**config.mk**
```make
export PLATFORM = sky130hd
export DESIGN_NAME = vec_mem_seq_flat
export DESIGN_NICKNAME = d
export VERILOG_FILES = /design/src/rtl/vec_mem_seq_pkg.sv /design/src/rtl/vec_mem_seq_if.sv /design/src/rtl/vec_mem_seq.sv /design/src/flat_wrapper.sv
export SDC_FILE = /design/constraint.sdc
export NUM_CORES = 1
export LEC_CHECK = 0
export BUFFER_PORTS_ARGS = -buffer_cell sky130_fd_sc_hd__buf_2
export CAP_MARGIN = 25
export CORE_AREA = 2 2 229 231
export CTS_BUF_LIST = sky130_fd_sc_hd__clkbuf_16
export DETAILED_ROUTE_END_ITERATION = 10
export DIE_AREA = 0 0 231 233
export SETUP_SLACK_MARGIN = 0.05
export SLEW_MARGIN = 0
export SYNTH_ARGS = -nofsm -noshare
export SYNTH_HDL_FRONTEND = slang
export SYNTH_SLANG_ARGS = --single-unit
```
**constraint.sdc**
```tcl
create_clock -name Clk1 -period 4.8 [get_ports Clk1]
set_input_delay 0.72 -clock Clk1 [delete_from_list [all_inputs] [get_ports Clk1]]
set_output_delay 0.72 -clock Clk1 [all_outputs]
set_load 0.1 [all_outputs]
```
**src/rtl/vec_mem_seq_pkg.sv**
```systemverilog
// Shared CVP14 constants used by the vector load/store sequencer.
// Holds the opcode encodings, vector geometry and the sequencer state encoding.
package vec_mem_seq_pkg;

    localparam int ELEMS = 16;
    localparam int EW    = 16;
    localparam int VW    = ELEMS * EW;
    localparam int AW    = 16;
    localparam int IW    = 3;
    localparam int KW    = 4;

    typedef enum logic [3:0] {
        VADD = 4'h0,
        VDOT = 4'h1,
        SMUL = 4'h2,
        SST  = 4'h3,
        VLD  = 4'h4,
        VST  = 4'h5,
        SLL  = 4'h6,
        SLH  = 4'h7,
        J    = 4'h8,
        NOP  = 4'hF
    } opcode_e;

    typedef enum logic [2:0] {
        S_IDLE,
        S_RD_ISSUE,
        S_RD_DRAIN,
        S_WB,
        S_WR_ISSUE,
        S_FIN
    } seq_state_e;

    function automatic logic [EW-1:0] elem_of(input logic [VW-1:0] v, input logic [KW-1:0] k);
        return v[k*EW +: EW];
    endfunction

endpackage

```
**src/rtl/vec_mem_seq_if.sv**
```systemverilog
// Decode request, memory bus and VRF write-port signals of the vector load/store sequencer.
// The master modport is the sequencer; the slave modport is decode, memory and VRF together.
interface vec_mem_seq_if;
    import vec_mem_seq_pkg::*;

    logic          start;
    logic          is_store;
    logic [AW-1:0] base_addr;
    logic [IW-1:0] vreg_idx;
    logic [VW-1:0] vst_data;
    logic          mem_gnt;
    logic [EW-1:0] DataIn;

    logic [AW-1:0] Addr;
    logic          RD;
    logic          WR;
    logic [EW-1:0] dataOut;
    logic          busy;
    logic          done;
    logic          vrf_wr_en;
    logic [IW-1:0] vrf_wr_dst;
    logic [VW-1:0] vrf_wr_data;

    modport master (
        input  start, is_store, base_addr, vreg_idx, vst_data, mem_gnt, DataIn,
        output Addr, RD, WR, dataOut, busy, done, vrf_wr_en, vrf_wr_dst, vrf_wr_data
    );

    modport slave (
        output start, is_store, base_addr, vreg_idx, vst_data, mem_gnt, DataIn,
        input  Addr, RD, WR, dataOut, busy, done, vrf_wr_en, vrf_wr_dst, vrf_wr_data
    );

endinterface

```
**src/rtl/vec_mem_seq.sv**
```systemverilog
// Vector load/store sequencer: moves 16 x 16-bit elements between the VRF and the
// 16-bit memory bus, one element per granted cycle.
//
// state      | meaning
// S_IDLE     | waiting for start; latches operands on start
// S_RD_ISSUE | VLD: issue one read per granted cycle, elements 0..15
// S_RD_DRAIN | VLD: capture the last read's data
// S_WB       | VLD: write assembled vector to the VRF, pulse done
// S_WR_ISSUE | VST: issue one write per granted cycle, elements 0..15
// S_FIN      | VST: pulse done
module vec_mem_seq
    import vec_mem_seq_pkg::*;
(
    input  logic          Clk1,
    input  logic          Reset,
    vec_mem_seq_if.master bus
);

    seq_state_e    state_q, state_d;
    logic [KW-1:0] k_q, k_d;
    logic [AW-1:0] base_q, base_d;
    logic [IW-1:0] idx_q, idx_d;
    logic [VW-1:0] vec_q, vec_d;
    logic          pend_q, pend_d;
    logic [KW-1:0] pidx_q, pidx_d;

    logic          rd, wr, done, wr_en;
    logic [AW-1:0] addr;
    logic [EW-1:0] dout;

    always_ff @(posedge Clk1 or negedge Reset) begin
        if (!Reset) begin
            state_q <= S_IDLE;
            k_q     <= '0;
            base_q  <= '0;
            idx_q   <= '0;
            vec_q   <= '0;
            pend_q  <= 1'b0;
            pidx_q  <= '0;
        end else begin
            state_q <= state_d;
            k_q     <= k_d;
            base_q  <= base_d;
            idx_q   <= idx_d;
            vec_q   <= vec_d;
            pend_q  <= pend_d;
            pidx_q  <= pidx_d;
        end
    end

    always_comb begin
        state_d = state_q;
        k_d     = k_q;
        base_d  = base_q;
        idx_d   = idx_q;
        vec_d   = vec_q;
        pend_d  = 1'b0;
        pidx_d  = k_q;
        rd      = 1'b0;
        wr      = 1'b0;
        addr    = '0;
        dout    = '0;
        done    = 1'b0;
        wr_en   = 1'b0;

        // Read data belongs to the element issued last cycle, whatever the grant is now.
        if (pend_q) begin
            vec_d[pidx_q*EW +: EW] = bus.DataIn;
        end

        case (state_q)
            S_IDLE: begin
                if (bus.start) begin
                    base_d  = bus.base_addr;
                    idx_d   = bus.vreg_idx;
                    k_d     = '0;
                    vec_d   = bus.is_store ? bus.vst_data : '0;
                    state_d = bus.is_store ? S_WR_ISSUE : S_RD_ISSUE;
                end
            end
            S_RD_ISSUE: begin
                if (bus.mem_gnt) begin
                    rd     = 1'b1;
                    addr   = base_q + AW'(k_q);
                    pend_d = 1'b1;
                    k_d    = k_q + KW'(1);
                    if (k_q == KW'(ELEMS - 1)) state_d = S_RD_DRAIN;
                end
            end
            S_RD_DRAIN: state_d = S_WB;
            S_WB: begin
                wr_en   = 1'b1;
                done    = 1'b1;
                state_d = S_IDLE;
            end
            S_WR_ISSUE: begin
                if (bus.mem_gnt) begin
                    wr   = 1'b1;
                    addr = base_q + AW'(k_q);
                    dout = elem_of(vec_q, k_q);
                    k_d  = k_q + KW'(1);
                    if (k_q == KW'(ELEMS - 1)) state_d = S_FIN;
                end
            end
            S_FIN: begin
                done    = 1'b1;
                state_d = S_IDLE;
            end
            default: state_d = S_IDLE;
        endcase
    end

    assign bus.Addr        = addr;
    assign bus.RD          = rd;
    assign bus.WR          = wr;
    assign bus.dataOut     = dout;
    assign bus.busy        = (state_q != S_IDLE);
    assign bus.done        = done;
    assign bus.vrf_wr_en   = wr_en;
    assign bus.vrf_wr_dst  = wr_en ? idx_q : '0;
    assign bus.vrf_wr_data = wr_en ? vec_q : '0;

endmodule

```
**src/flat_wrapper.sv**
```systemverilog
// flat-port wrapper written by rule: the top's interface ports become plain ports
module vec_mem_seq_flat import vec_mem_seq_pkg::*;
  (Clk1, Reset, bus_start, bus_is_store, bus_base_addr, bus_vreg_idx, bus_vst_data, bus_mem_gnt, bus_DataIn, bus_Addr, bus_RD, bus_WR, bus_dataOut, bus_busy, bus_done, bus_vrf_wr_en, bus_vrf_wr_dst, bus_vrf_wr_data);
  vec_mem_seq_if bus_i ();
  input  logic Clk1;
  input  logic Reset;
  input wire logic [$bits(bus_i.start)-1:0] bus_start;
  input wire logic [$bits(bus_i.is_store)-1:0] bus_is_store;
  input wire logic [$bits(bus_i.base_addr)-1:0] bus_base_addr;
  input wire logic [$bits(bus_i.vreg_idx)-1:0] bus_vreg_idx;
  input wire logic [$bits(bus_i.vst_data)-1:0] bus_vst_data;
  input wire logic [$bits(bus_i.mem_gnt)-1:0] bus_mem_gnt;
  input wire logic [$bits(bus_i.DataIn)-1:0] bus_DataIn;
  output wire logic [$bits(bus_i.Addr)-1:0] bus_Addr;
  output wire logic [$bits(bus_i.RD)-1:0] bus_RD;
  output wire logic [$bits(bus_i.WR)-1:0] bus_WR;
  output wire logic [$bits(bus_i.dataOut)-1:0] bus_dataOut;
  output wire logic [$bits(bus_i.busy)-1:0] bus_busy;
  output wire logic [$bits(bus_i.done)-1:0] bus_done;
  output wire logic [$bits(bus_i.vrf_wr_en)-1:0] bus_vrf_wr_en;
  output wire logic [$bits(bus_i.vrf_wr_dst)-1:0] bus_vrf_wr_dst;
  output wire logic [$bits(bus_i.vrf_wr_data)-1:0] bus_vrf_wr_data;
  assign bus_i.start = bus_start;
  assign bus_i.is_store = bus_is_store;
  assign bus_i.base_addr = bus_base_addr;
  assign bus_i.vreg_idx = bus_vreg_idx;
  assign bus_i.vst_data = bus_vst_data;
  assign bus_i.mem_gnt = bus_mem_gnt;
  assign bus_i.DataIn = bus_DataIn;
  assign bus_Addr = bus_i.Addr;
  assign bus_RD = bus_i.RD;
  assign bus_WR = bus_i.WR;
  assign bus_dataOut = bus_i.dataOut;
  assign bus_busy = bus_i.busy;
  assign bus_done = bus_i.done;
  assign bus_vrf_wr_en = bus_i.vrf_wr_en;
  assign bus_vrf_wr_dst = bus_i.vrf_wr_dst;
  assign bus_vrf_wr_data = bus_i.vrf_wr_data;
  vec_mem_seq u_core (.Clk1(Clk1), .Reset(Reset), .bus(bus_i));
endmodule
```
==> results.tsv <==
stage	metric	value	unit
clock_network	cts_tree	done	
worst_setup_path	timing.rr.start	u_core.pidx_q[0]$_DFF_PN0_	
clock_network	cts_resized	0	
placement	placed_area	0.02131	mm^2
floorplanning	fp.coreArea	0.05109	mm^2
sta	setup_viol	0	
worst_setup_path	cp.arrival	3360	ps
clock_network	numCtsBuffers	37	
synthesis	synth-seq-cells	287	
grt	grt_max_degree	132	
worst_setup_path	start_kind	flip-flop	
floorplanning	initial_core_util	0.3471	
power_and_ir_drop	leakagePower	11.09	nW
placement	io_buffers	591	
synthesis	syn_avg_cell_area	9.546	um^2
placement	place_congestion	0.9799	
synthesis	synth_top_area_frac	0.4049	
drt	wl_per_cell	30.66	um
synthesis	ys_warn_count	0	
clock_network	clkSlewWorstSetupHoldPaths	60	ps
clock_network	clock_latency	560	ps
worst_setup_path	r2r_slack	1060	ps
final_layout	final_cell_area	0.02241	mm^2
grt	grt_pass1_wl	130000	um
sta	hold_ws	169.4	ps
final_layout	multi_input_area	0.009789	mm^2
sta	post-route-min-period	4076	ps
clock_network	cts_setup_buffers	0	
synthesis	async_flop_share	1.000	
worst_setup_path	crit_fanout	39	
sta	tns	0	ps
synthesis	synth_common_cells	314 x and2_1, 287 x dfrtp_1, 233 x nand2_1	
sta	skew	15.06	ps
final_layout	drive_gt1_frac	0.3353	
final_layout	final_nets	2643	
synthesis	synth-edff-count	0	
sta	maxSlewHeadroom	0.2152	
synthesis	ys_types	58	
worst_setup_path	critPathLaunch	u_core.k_q[1]$_DFFE_PN0P_	
clock_network	cts-root-buf	clkbuf_16	
synthesis	synthCells	1858	
synthesis	synth_top_area_cell	dfrtp_1	
synthesis	synthesis.nets	2162	
clock_network	cts_buffer_depth	3	
floorplanning	dieArea	0.05382	mm^2
clock_network	holdBufCountCts	0	
power_and_ir_drop	switching_share	0.4662	
synthesis	synthFlopType	dfrtp_1	
power_and_ir_drop	vdd_drop_max	0.0003945	V
sta	final_max_slew_viol_count	0	
drt	drc	0	
sta	rsz0062_at_grt	false	
drt	wirelength	93410	um
sta	hold_violations	0	
grt	antenna_found_initial	9	
drt	dr.pass1.iters	6	
power_and_ir_drop	internal_power	6.976	mW
worst_setup_path	critPathKind	flip-flop to output pin	
min_path	hold_path_class	input port to async pin	
sta	worst_pin_slew	1167	ps
sta	fmax	245.3	MHz
placement	hpwl	69090	um
drt	viasPerCell	6.022	
power_and_ir_drop	pwr-share-comb	0.418	
grt	overflow	0	
synthesis	syn_area	0.01774	mm^2
final_layout	area.growth.synth_to_final	26.38	%
floorplanning	die_x	231	um
final_layout	regArea	0.007189	mm^2
outcome	outcome	completed	
power_and_ir_drop	pwr-share-clk	0.199	
final_layout	final_core_util	0.4387	
clock_network	h-tree-depth	2	
drt	ant_nets	0	
synthesis	yosysSeqAreaShare	0.4049	
power_and_ir_drop	power_density	583.0	mW/mm^2
worst_setup_path	reg2reg_depth	6	
grt	track_usage	0.3376	
worst_setup_path	r2r_end	u_core.vec_q[30]$_DFF_PN0_	
power_and_ir_drop	p_seq_frac	0.382	
floorplanning	fp-row-count	83	
synthesis	synthTopCellsByArea	dfrtp_1 40%, and2_1 11%, mux4_2 8.1%	
grt	grt_pass1_vias	17650	
floorplanning	die_h	233	um
floorplanning	ios	592	
clock_network	cts_num_sinks	287	
power_and_ir_drop	power_switching	6.092	mW
flow_run	drv_cap	0	
sta	min_period_over_period	0.8493	
worst_setup_path	cp.required	4080	ps
final_layout	n_fill_cell	5123	
worst_setup_path	end_kind	output pin	
synthesis	synth.most_common_cell	and2_1	
drt	drt_iter0_drc	2150	
drt	vias	18350	
through the flow:
step | std cells | worst slack [ps] | power (mW)
floorplan | 1858 | 850.9 | 7.935
CTS | 3043 | 711.9 | 12.95
global route | 3046 | 563.9 | 13.61
finish | 3047 | 723.5 | 13.07
detailed placement | 2978 | 1180 | 10.34
global placement | 2973 | 1260 | 10.20
critical path, cell delays in order (launching register included):
cell and delay [ps]:
dfrtp_4 830, fa_1 370, a211oi_1 130, or2_1 330, or4_1 530, a21oi_1 150, buf_2 450
power by group through the flow:
stage	combinational, mW	clock [mW]	sequential, mW
after floorplan	3.87	0	4.06
after global placement	5.31	0	4.89
after detailed placement	5.42	0	4.92
after CTS	5.43	2.63	4.89
after global routing	5.84	2.73	5.04
final	5.46	2.61	5.00
registers in the layout, summed over array words and instances (netlist names):
register and count:
u_core.k_q 4, u_core.pend_q 1, u_core.state_q 3, u_core.idx_q 3
u_core.base_q 16, u_core.vec_q 256, u_core.pidx_q 4
logic make-up after synthesis:
| group | share of synthesized area |
|---|---|
| fa+ha+maj | 0.006067 |
| flops | 0.4049 |
| xor+xnor | 0.005503 |
| buf+inv | 0.05305 |
| compound gates | 0.1615 |
| mux | 0.1275 |
| simple gates | 0.2414 |
final cells by class:
cell class,instances,area share
well taps,680,0.03796
repair buffers,636,0.1523
inverters,21,0.003517
clock buffers,37,0.04131
diodes,2,0.0002233
clock inverters,28,0.007201
flip-flops and latches,287,0.3208
multi-input cells,1356,0.4368
placed cells by master (no fill, tap or decap), types with 3 or more instances in the layout:
| cell | n |
|---|---|
| o21ai_0 | 72 |
| nor2_1 | 45 |
| nand2_1 | 233 |
| a221o_1 | 126 |
| inv_1 | 30 |
| clkbuf_16 | 37 |
| and4_1 | 3 |
| mux4_2 | 64 |
| ha_1 | 7 |
| xnor2_1 | 6 |
| nor3_1 | 4 |
| buf_4 | 36 |
| and2_1 | 314 |
| nand4_1 | 5 |
| clkinv_2 | 8 |
| nor3_2 | 3 |
| buf_2 | 590 |
| nand3_1 | 118 |
| a211oi_4 | 4 |
| or3_1 | 10 |
| nor4_2 | 15 |
| clkinv_1 | 6 |
| o211ai_1 | 32 |
| nor3b_2 | 4 |
| dfrtp_1 | 285 |
| nand2b_1 | 3 |
| buf_12 | 7 |
| a22oi_1 | 49 |
| mux2i_1 | 82 |
| a21oi_1 | 61 |
| o21ai_1 | 35 |
| nor4_1 | 3 |
| a21oi_2 | 3 |
| and3_1 | 20 |
layer usage:
metal,global-route usage,vias up,share of wire
met4,0.1734,12,0.058
met2,0.5086,1263,0.44
met1,0.4432,9131,0.39
met3,0.09289,268,0.11
li1,-,7676,-
met5,0,-,0.00079
worst max path at each step:
stage / end / slack, ps / depth (start not counted)
floorplan: bus_Addr[14] / 850 / 6
global placement: bus_dataOut[2] / 1260 / 7
finish: bus_Addr[14] / 720 / 6
global route: bus_dataOut[10] / 560 / 6
CTS: bus_Addr[14] / 710 / 6
detailed placement: u_core.vec_q[29]$_DFF_PN0_ / 1180 / 6
No activity file was read; power rests on OpenSTA's default activity.
